`config.mk`:
```
export PLATFORM = sky130hd
export DESIGN_NAME = alu_issue_stage
export DESIGN_NICKNAME = d
export VERILOG_FILES = /design/src/rtl/alu_issue_pkg.sv /design/src/rtl/alu_issue_stage_alu_decoder.sv /design/src/rtl/alu_issue_stage.sv
export SDC_FILE = /design/constraint.sdc
export NUM_CORES = 1
export LEC_CHECK = 0
export ABC_AREA = 1
export CAP_MARGIN = 20
export CORE_UTILIZATION = 40
export CTS_CLUSTER_SIZE = 10
export DETAILED_ROUTE_END_ITERATION = 16
export HOLD_SLACK_MARGIN = 0.08
export PLACE_DENSITY = 0.71
export SYNTH_ARGS = -nofsm -noshare
export SYNTH_HDL_FRONTEND = slang
export SYNTH_SLANG_ARGS = --single-unit
```
`constraint.sdc`:
```
create_clock -name clk -period 6.9 [get_ports clk]
set_input_delay 1.035 -clock clk [delete_from_list [all_inputs] [get_ports clk]]
set_output_delay 1.035 -clock clk [all_outputs]
set_load 0.1 [all_outputs]
```
`src/rtl/alu_issue_pkg.sv`:
```
// Shared decode constants and types for the ALU issue stage.
package alu_issue_pkg;

    localparam int ALU_CTRL = 12;

    // One-hot ALU control bit positions.
    localparam int ADD_BIT  = 11;
    localparam int SUB_BIT  = 10;
    localparam int SLT_BIT  = 9;
    localparam int SLTU_BIT = 8;
    localparam int AND_BIT  = 7;
    localparam int NOR_BIT  = 6;
    localparam int OR_BIT   = 5;
    localparam int XOR_BIT  = 4;
    localparam int SLL_BIT  = 3;
    localparam int SRL_BIT  = 2;
    localparam int SRA_BIT  = 1;
    localparam int LUI_BIT  = 0;

    // Opcodes.
    localparam logic [5:0] OP_RTYPE = 6'h00;
    localparam logic [5:0] OP_ADDIU = 6'h09;
    localparam logic [5:0] OP_SLTI  = 6'h0A;
    localparam logic [5:0] OP_SLTIU = 6'h0B;
    localparam logic [5:0] OP_ANDI  = 6'h0C;
    localparam logic [5:0] OP_ORI   = 6'h0D;
    localparam logic [5:0] OP_XORI  = 6'h0E;
    localparam logic [5:0] OP_LUI   = 6'h0F;

    // R-type function codes.
    localparam logic [5:0] F_SLL  = 6'h00;
    localparam logic [5:0] F_SRL  = 6'h02;
    localparam logic [5:0] F_SRA  = 6'h03;
    localparam logic [5:0] F_SLLV = 6'h04;
    localparam logic [5:0] F_SRLV = 6'h06;
    localparam logic [5:0] F_SRAV = 6'h07;
    localparam logic [5:0] F_ADDU = 6'h21;
    localparam logic [5:0] F_SUBU = 6'h23;
    localparam logic [5:0] F_AND  = 6'h24;
    localparam logic [5:0] F_OR   = 6'h25;
    localparam logic [5:0] F_XOR  = 6'h26;
    localparam logic [5:0] F_NOR  = 6'h27;
    localparam logic [5:0] F_SLT  = 6'h2A;
    localparam logic [5:0] F_SLTU = 6'h2B;

    // Operand source selects; ZERO is used for illegal encodings.
    typedef enum logic [1:0] {SRC1_ZERO, SRC1_RS, SRC1_IMM} src1_sel_e;
    typedef enum logic [1:0] {SRC2_ZERO, SRC2_RT, SRC2_IMM} src2_sel_e;

    // Decoder result; imm_ext carries the shift amount for constant shifts.
    typedef struct packed {
        logic [ALU_CTRL-1:0] alu_control;
        src1_sel_e           src1_sel;
        src2_sel_e           src2_sel;
        logic [31:0]         imm_ext;
        logic [4:0]          rs_idx;
        logic [4:0]          rt_idx;
        logic [4:0]          dest;
        logic                illegal;
    } dec_t;

    // Register read with write-back bypass; r0 always reads zero.
    function automatic logic [31:0] fwd(input logic [4:0]  idx,
                                        input logic [31:0] rf_val,
                                        input logic        wb_valid,
                                        input logic [4:0]  wb_dest,
                                        input logic [31:0] wb_data);
        if (idx == 5'd0)
            return 32'd0;
        else if (wb_valid && wb_dest == idx)
            return wb_data;
        else
            return rf_val;
    endfunction

endpackage

```
`src/rtl/alu_issue_stage_alu_decoder.sv`:
```
// Combinational instruction decoder: inst -> ALU control, operand selects, dest.
module alu_decoder
    import alu_issue_pkg::*;
(
    input  logic [31:0] inst,
    output dec_t        dec
);

    logic [5:0]  op;
    logic [5:0]  funct;
    logic [15:0] imm;

    assign op    = inst[31:26];
    assign funct = inst[5:0];
    assign imm   = inst[15:0];

    // Decode; anything not explicitly matched stays illegal with zeroed fields.
    always_comb begin
        dec          = '0;
        dec.src1_sel = SRC1_ZERO;
        dec.src2_sel = SRC2_ZERO;
        dec.illegal  = 1'b1;
        dec.rs_idx   = inst[25:21];
        dec.rt_idx   = inst[20:16];
        case (op)
            OP_RTYPE: begin
                dec.illegal  = 1'b0;
                dec.src1_sel = SRC1_RS;
                dec.src2_sel = SRC2_RT;
                dec.dest     = inst[15:11];
                case (funct)
                    F_ADDU: dec.alu_control[ADD_BIT]  = 1'b1;
                    F_SUBU: dec.alu_control[SUB_BIT]  = 1'b1;
                    F_SLT:  dec.alu_control[SLT_BIT]  = 1'b1;
                    F_SLTU: dec.alu_control[SLTU_BIT] = 1'b1;
                    F_AND:  dec.alu_control[AND_BIT]  = 1'b1;
                    F_OR:   dec.alu_control[OR_BIT]   = 1'b1;
                    F_XOR:  dec.alu_control[XOR_BIT]  = 1'b1;
                    F_NOR:  dec.alu_control[NOR_BIT]  = 1'b1;
                    F_SLLV: dec.alu_control[SLL_BIT]  = 1'b1;
                    F_SRLV: dec.alu_control[SRL_BIT]  = 1'b1;
                    F_SRAV: dec.alu_control[SRA_BIT]  = 1'b1;
                    F_SLL, F_SRL, F_SRA: begin
                        // Constant shifts take the amount from the shamt field.
                        dec.src1_sel = SRC1_IMM;
                        dec.imm_ext  = {27'd0, inst[10:6]};
                        if (funct == F_SLL)      dec.alu_control[SLL_BIT] = 1'b1;
                        else if (funct == F_SRL) dec.alu_control[SRL_BIT] = 1'b1;
                        else                     dec.alu_control[SRA_BIT] = 1'b1;
                    end
                    default: begin
                        dec.illegal  = 1'b1;
                        dec.src1_sel = SRC1_ZERO;
                        dec.src2_sel = SRC2_ZERO;
                        dec.dest     = 5'd0;
                    end
                endcase
            end
            OP_ADDIU, OP_SLTI, OP_SLTIU, OP_ANDI, OP_ORI, OP_XORI, OP_LUI: begin
                dec.illegal  = 1'b0;
                dec.src1_sel = SRC1_RS;
                dec.src2_sel = SRC2_IMM;
                dec.dest     = inst[20:16];
                // Arithmetic/compare immediates sign-extend, logical and LUI zero-extend.
                if (op == OP_ADDIU || op == OP_SLTI || op == OP_SLTIU)
                    dec.imm_ext = {{16{imm[15]}}, imm};
                else
                    dec.imm_ext = {16'd0, imm};
                case (op)
                    OP_ADDIU: dec.alu_control[ADD_BIT]  = 1'b1;
                    OP_SLTI:  dec.alu_control[SLT_BIT]  = 1'b1;
                    OP_SLTIU: dec.alu_control[SLTU_BIT] = 1'b1;
                    OP_ANDI:  dec.alu_control[AND_BIT]  = 1'b1;
                    OP_ORI:   dec.alu_control[OR_BIT]   = 1'b1;
                    OP_XORI:  dec.alu_control[XOR_BIT]  = 1'b1;
                    default:  dec.alu_control[LUI_BIT]  = 1'b1;
                endcase
            end
            default: ;
        endcase
    end

endmodule

```
`src/rtl/alu_issue_stage.sv`:
```
// Decode/issue stage: forwarding, single-slot issue register, issue counter.
module alu_issue_stage
    import alu_issue_pkg::*;
(
    input  logic                clk,
    input  logic                reset,
    input  logic                in_valid,
    output logic                in_ready,
    input  logic [31:0]         in_inst,
    input  logic [31:0]         in_pc,
    input  logic [31:0]         rs_value,
    input  logic [31:0]         rt_value,
    input  logic                wb_valid,
    input  logic [4:0]          wb_dest,
    input  logic [31:0]         wb_data,
    output logic                out_valid,
    input  logic                out_ready,
    output logic [ALU_CTRL-1:0] alu_control,
    output logic [31:0]         alu_src1,
    output logic [31:0]         alu_src2,
    output logic [4:0]          out_dest,
    output logic [31:0]         out_pc,
    output logic                out_illegal,
    output logic [31:0]         issue_count
);

    dec_t        dec;
    logic [31:0] rs_fwd;
    logic [31:0] rt_fwd;
    logic [31:0] src1_d;
    logic [31:0] src2_d;
    logic        capture;
    logic        consume;

    alu_decoder u_dec (
        .inst (in_inst),
        .dec  (dec)
    );

    assign rs_fwd   = fwd(dec.rs_idx, rs_value, wb_valid, wb_dest, wb_data);
    assign rt_fwd   = fwd(dec.rt_idx, rt_value, wb_valid, wb_dest, wb_data);
    assign in_ready = !out_valid || out_ready;
    assign capture  = in_valid && in_ready;
    assign consume  = out_valid && out_ready;

    // Operand muxes driven by the decoder selects.
    always_comb begin
        src1_d = 32'd0;
        src2_d = 32'd0;
        case (dec.src1_sel)
            SRC1_RS:  src1_d = rs_fwd;
            SRC1_IMM: src1_d = dec.imm_ext;
            default:  src1_d = 32'd0;
        endcase
        case (dec.src2_sel)
            SRC2_RT:  src2_d = rt_fwd;
            SRC2_IMM: src2_d = dec.imm_ext;
            default:  src2_d = 32'd0;
        endcase
    end

    // Issue slot: load on capture, drop valid on consume-only, hold otherwise.
    always_ff @(posedge clk or posedge reset) begin
        if (reset) begin
            out_valid   <= 1'b0;
            alu_control <= '0;
            alu_src1    <= 32'd0;
            alu_src2    <= 32'd0;
            out_dest    <= 5'd0;
            out_pc      <= 32'd0;
            out_illegal <= 1'b0;
        end else if (capture) begin
            out_valid   <= 1'b1;
            alu_control <= dec.alu_control;
            alu_src1    <= src1_d;
            alu_src2    <= src2_d;
            out_dest    <= dec.dest;
            out_pc      <= in_pc;
            out_illegal <= dec.illegal;
        end else if (out_ready) begin
            out_valid   <= 1'b0;
        end
    end

    // Issued-instruction counter, free-running wrap.
    always_ff @(posedge clk or posedge reset) begin
        if (reset)
            issue_count <= 32'd0;
        else if (consume)
            issue_count <= issue_count + 32'd1;
    end

endmodule

```
# Word level (Yosys, flattened, before mapping)

Cells that the tools add are included.

Flip-flop bits (word level): 147
Bits of input ports: 170
Output and inout port bits: 148
Logic and storage cells: 97

$add $sub $neg: 1
Equality and inequality tests: 26
Multiplexer cells: 44
Reduce and logical (&&, ||, !) cells: 18

Operators by type and width:

| operator                                            | number |
|---|---|
| two-way mux 32 bit                                  | 5 |
| one-hot mux 32 bit (2 select lines)                 | 2 |
| one-hot mux 36 bit (2 select lines)                 | 1 |
| equality test 6 bit, second input constant          | 8 |
| equality test 6 x 4 -> 1 bit, second input constant | 7 |
| adder 32 x 1 -> 32 bit, second input constant       | 1 |
| two-way mux 1 bit                                   | 24 |
| equality test 6 x 3 -> 1 bit, second input constant | 3 |
| OR reduction 14 bit                                 | 1 |
| equality test 6 x 2 -> 1 bit, second input constant | 2 |
| zero test 6 bit                                     | 2 |
| one-hot mux 6 bit (2 select lines)                  | 1 |
| OR reduction 11 bit                                 | 1 |
| equality test 5 bit                                 | 2 |
| zero test 5 bit                                     | 2 |
| one-hot mux 1 bit (2 select lines)                  | 4 |
| one-hot mux 2 bit (2 select lines)                  | 2 |
| OR reduction 7 bit                                  | 1 |
| two-way mux 6 bit                                   | 1 |
| one-hot mux 3 bit (2 select lines)                  | 1 |
| OR reduction 6 bit                                  | 1 |
| two-way mux 5 bit                                   | 1 |
| equality test 2 x 1 -> 1 bit, second input constant | 2 |
| equality test 2 bit, second input constant          | 2 |
| other kinds (7)                                     | 12 |

# Depth between registers and ports, before layout

Word-level depth: 7
Depth in mapped cells: 16
Gate-level depth less buffers: 15

# Cells and area by module

A second synthesis with hierarchy kept.

Cells, all modules: 1230
Area total of the unflattened synthesis: 8941.1 um2

By module, submodules not included:

| module          | instances | cells each | area each (um2) | seq. area each (um2) |
|---|---|---|---|---|
| alu_issue_stage | 1         | 1087       | 8174.1          | 3678.5 |
| alu_decoder     | 1         | 143        | 767.0           | 0.0 |

# Worst setup path before layout

Ideal clock, no wire load.

Kind: input to register
From: input port in_inst[3]
To: register alu_src2[16]
Arrival time: 2.536 ns
Data required time: 6.780 ns
Setup slack: 4.245 ns
Cell stages on the path: 13
Cell sequence: nor2_1 > inv_1 > nor2_4 > inv_2 > nand2_1 > nand2_1 > ha_1 > buf_1 > nand3_2 > buf_2 > nand2_1 > nand2_1 > nand2_1

Cells in the longest elaborated chain, start to end: 6
Elaborated cells between the ends (all ways): 20
Classes of those cells: eq/ne (15); mux (3); reduce/logical (2)

RTL lines:

| element                                                                    | line                              | RTL |
|---|---|---|
| from (decl)                                                                | alu_issue_stage.sv:9              | `input logic [31:0] in_inst,` |
| equality test 6 bit (tied with other cells)                                | alu_issue_stage_alu_decoder.sv:31 | `case (funct)` |
| OR reduction 14 bit (no source line) *                                     | --                                |  |
| two-way mux 1 bit *                                                        | alu_issue_stage_alu_decoder.sv:31 |  |
| one-hot mux 36 bit (2 select lines) *                                      | alu_issue_stage_alu_decoder.sv:25 | `case (op)` |
| equality test 2 bit / equality test 2 x 1 -> 1 bit (equally long branches) | alu_issue_stage.sv:55             | `case (dec.src2_sel)` |
| one-hot mux 32 bit (2 select lines) *                                      | alu_issue_stage.sv:55             |  |
| to (signal assigned)                                                       | alu_issue_stage.sv:76             | `alu_src2 <= src2_d;` |
| to (decl)                                                                  | alu_issue_stage.sv:20             | `output logic [31:0] alu_src2,` |

Every way passes the cells marked *; elsewhere a longest branch is shown, timed or not.
A chain may end at the register's enable or synchronous reset.

# Final worst setup path

From: input port out_ready
To: output port in_ready

Cells in the longest elaborated chain, start to end: 1

RTL lines:

| element          | line                  | RTL |
|---|---|---|
| from (decl)      | alu_issue_stage.sv:17 | `input logic out_ready,` |
| logical OR 1 bit | alu_issue_stage.sv:42 | `assign in_ready = !out_valid \|\| out_ready;` |
| to (decl)        | alu_issue_stage.sv:8  | `output logic in_ready,` |

No other way between the ends.

==> results.md <==
- Largest net degree at the start of global routing: 76
- Initial antenna violation count: 0
- Routed wire length: 30130 µm
- Combinational share of power: 0.293
- Switching share of power: 0.3945
- GRT overflow: 0
- Setup TNS: 0 ns
- Post-CTS sizing: 0
- Critical Path Start Type: input pin
- IO Port Bufs: 317
- Core area: 0.02122 mm²
- Vias per cell: 5.112
- Yosys top cell area share: 0.4196
- Share of the yosys chip area belonging to registers: 0.4196
- Dpl cell area: 0.01201 mm²
- Clock skew: 0.01143 ns
- Drt drc: 0
- TritonCTS clock tree: yes
- Clock transition at the registers of the reported paths: 0.07 ns
- Top layer in use: met4
- Initial Utilization: 0.4131
- RR Endpoint: alu_control[8]
- Clock Latency Late Sink: 0.43 ns
- Final hold slack: 0.4700 ns
- Met3 wire len: 2710 µm
- Synth warnings: 0
- Core Rows: 53
- Mapped Area: 0.008766 mm²
- Mapped Avg Cell Area: 7.013 µm²
- CP Capture Point: in_ready
- Inserted Diodes: 0
- DRT iter0 DRCs: 552
- Least-Margin Pin Slew: 1.091 ns
- Layout area overhead: 44.02%
- Final hold vios: 0
- TritonCTS Sinks: 147
- Critical Path Start: out_ready
- Seq cells post-synth: 147
- Ports: 318
- ANT nets after route: 0
- Peak VDD IR: 0.1682 mV
- Register area: 0.003679 mm²
- Async set-or-reset flop fraction in the synthesized netlist: 1.000
- Net Switching: 1.050 mW
- Worst R2R Setup Slack: 4.86 ns
- Arrival time worst endpoint: 2.82 ns
- Final instance area: 0.01262 mm²
- DP Worst Slack: 2.790 ns
- Slew HR: 0.2701
- Worst Setup Path Type: input pin to output pin
- Crit path max fanout: 3
- Max H-tree Level: 4
- Top-count cell post-synth: nand2_1
- Via Count: 9303
- Max-cap violations: 0
- Area of the multi-input gates: 0.004154 mm²
- CP required: 5.86 ns
- Reg2reg path depth: 6
- FILL cells: 2009
- DP HPWL: 21770 µm
- Syn Nets: 1425
- Die ar.: 0.02251 mm²
- Flop pwr share: 0.354
- Power Dens Cells: 210.9 mW/mm²
- Outcome: finished clean
- HP Class: flip-flop to flip-flop
- F_max: 259.2 MHz
- Gate Count Post-Synth: 1250
- Main synth FF type: dfrtp_1
- Min Tclk post-route: 3.858 ns
- Int Power: 1.612 mW
- WL met2: 14000 µm
- Area contributors post-synth: dfrtp_1 42%, nand2_1 23%, nand3_1 6.9%, inv_1 6.3%, nand4_1 4.9%
- Vias in the first global route: 8858
- Commonest cells post-synth: 548 x nand2_1, 148 x inv_1, 147 x dfrtp_1, 121 x nand3_1, 68 x nand4_1
- Die X: 150.0 µm
- RSZ-0062 raised after global routing: no
- Met1 WL: 12320 µm
- Tot GR Track Use: 0.2699
- Gpl congestion: 0.9221
- Post-layout nets: 1707
- Clock share of power: 0.352
- Root Buffer: clkbuf_16
- Crit end category: output pin
- First-pass GRT wire length: 46690 µm
- R2R Path Start: out_valid
- Max Root-Sink Buffers: 2
- Yosys cell types: 36
- Leakage Power: 6.560 nW
- Pins Over Slew Limit: 0
- Setup ws final: 3.042 ns
- Final worst-path cycle share: 0.5592
- Leading area contributor after synthesis: dfrtp_1
- CTS Hold Bufs: 0
- Number of synthesized flops with an enable pin: 0
- Fraction of layout cells with a size suffix above 1: 0.06472
- Die Span Y: 150.0 µm
- Routed len/inst: 16.55 µm
- Clock buffer count from CTS: 17
- Setup bufs post-CTS: 0
- Detailed Routing Iterations Pass 1: 5
- Final setup vio count: 0
stage by stage:
step / std cells / utilization / total power, mW
after floorplan: 1250 / - / 1.478
after global placement: 1787 / 0.5661 / 1.735
after detailed placement: 1787 / 0.5661 / 1.739
after CTS: 1819 / 0.5936 / 2.676
after global routing: 1820 / 0.5949 / 2.763
final: 1820 / 0.5949 / 2.663
cells in the final DEF (no fill, tap or decap), types with 2 or more instances in the layout:
| cell type | count |
|---|---|
| buf_4 | 8 |
| clkbuf_16 | 17 |
| clkdlybuf4s50_1 | 317 |
| clkinv_2 | 2 |
| clkinv_8 | 2 |
| dfrtp_1 | 147 |
| ha_1 | 5 |
| inv_1 | 147 |
| inv_2 | 9 |
| inv_6 | 5 |
| inv_8 | 7 |
| nand2_1 | 547 |
| nand2_2 | 8 |
| nand2_4 | 3 |
| nand3_1 | 121 |
| nand3_2 | 7 |
| nand4_1 | 68 |
| nor2_1 | 31 |
| nor2_2 | 11 |
| nor2_4 | 11 |
| nor3_1 | 12 |
| nor3_2 | 2 |
| o211ai_1 | 3 |
| o21ai_0 | 4 |
| o21ai_1 | 7 |
| o21ai_2 | 3 |
| o31ai_1 | 2 |
| xnor2_1 | 11 |
| xor2_1 | 18 |
power by group through the flow:
stage | combinational, mW | sequential (mW) | clock (mW)
6_report | 0.781 | 0.944 | 0.938
5_1_grt | 0.820 | 0.950 | 0.993
4_1_cts | 0.784 | 0.944 | 0.949
3_5_place_dp | 0.781 | 0.958 | 0
3_3_place_gp | 0.777 | 0.958 | 0
2_1_floorplan | 0.185 | 1.29 | 0
layout make-up:
| type | count | area share |
|---|---|---|
| multi-input cells | 881 | 0.3290 |
| flip-flops and latches | 147 | 0.2914 |
| repair buffers | 326 | 0.2583 |
| inverters | 159 | 0.04777 |
| clock buffers | 17 | 0.03370 |
| well taps | 275 | 0.02725 |
| clock inverters | 15 | 0.01259 |
routing by layer:
layer	vias to the layer above	track usage
li1	4458	-
met1	4330	0.3521
met2	436	0.4296
met3	79	0.05884
met4	0	0.1162
met5	-	0
worst min-delay path by stage:
stage | startpoint | endpoint | slack (ns) | cells after the start
detailed placement | out_pc[5] | out_pc[5] | 0.46 | 2
global route | issue_count[31] | issue_count[31] | 0.49 | 1
finish | issue_count[31] | issue_count[31] | 0.47 | 1
global placement | alu_src2[13] | alu_src2[13] | 0.46 | 2
CTS | issue_count[31] | issue_count[31] | 0.48 | 1
floorplan | alu_src2[0] | alu_src2[0] | 0.98 | 2
critical path: stages:
cell and delay [ns]:
clkdlybuf4s50_1 0.50, inv_2 0.04, nand2_2 0.09, clkdlybuf4s50_1 1.15
state kept, by name (all words and copies together) (netlist names):
| signal | flops |
|---|---|
| out_pc | 32 |
| out_valid | 1 |
| alu_control | 12 |
| alu_src1 | 32 |
| issue_count | 32 |
| alu_src2 | 32 |
| out_dest | 5 |
| out_illegal | 1 |
cells by family (layout without fill, tap and decap cells):
| logic type | count (synthesis) | count (layout) | synth area share |
|---|---|---|---|
| DFF | 147 | 147 | 0.4196 |
| xor gates and xnor gates | 29 | 29 | 0.02897 |
| and+or+nand+nor | 825 | 825 | 0.4199 |
| adders and majority gates | 5 | 5 | 0.007137 |
| AOI/OAI and AO/OA | 22 | 22 | 0.01641 |
| buffers and inverters | 222 | 517 | 0.1079 |
Note: power is estimated with default switching activity, not from simulation.
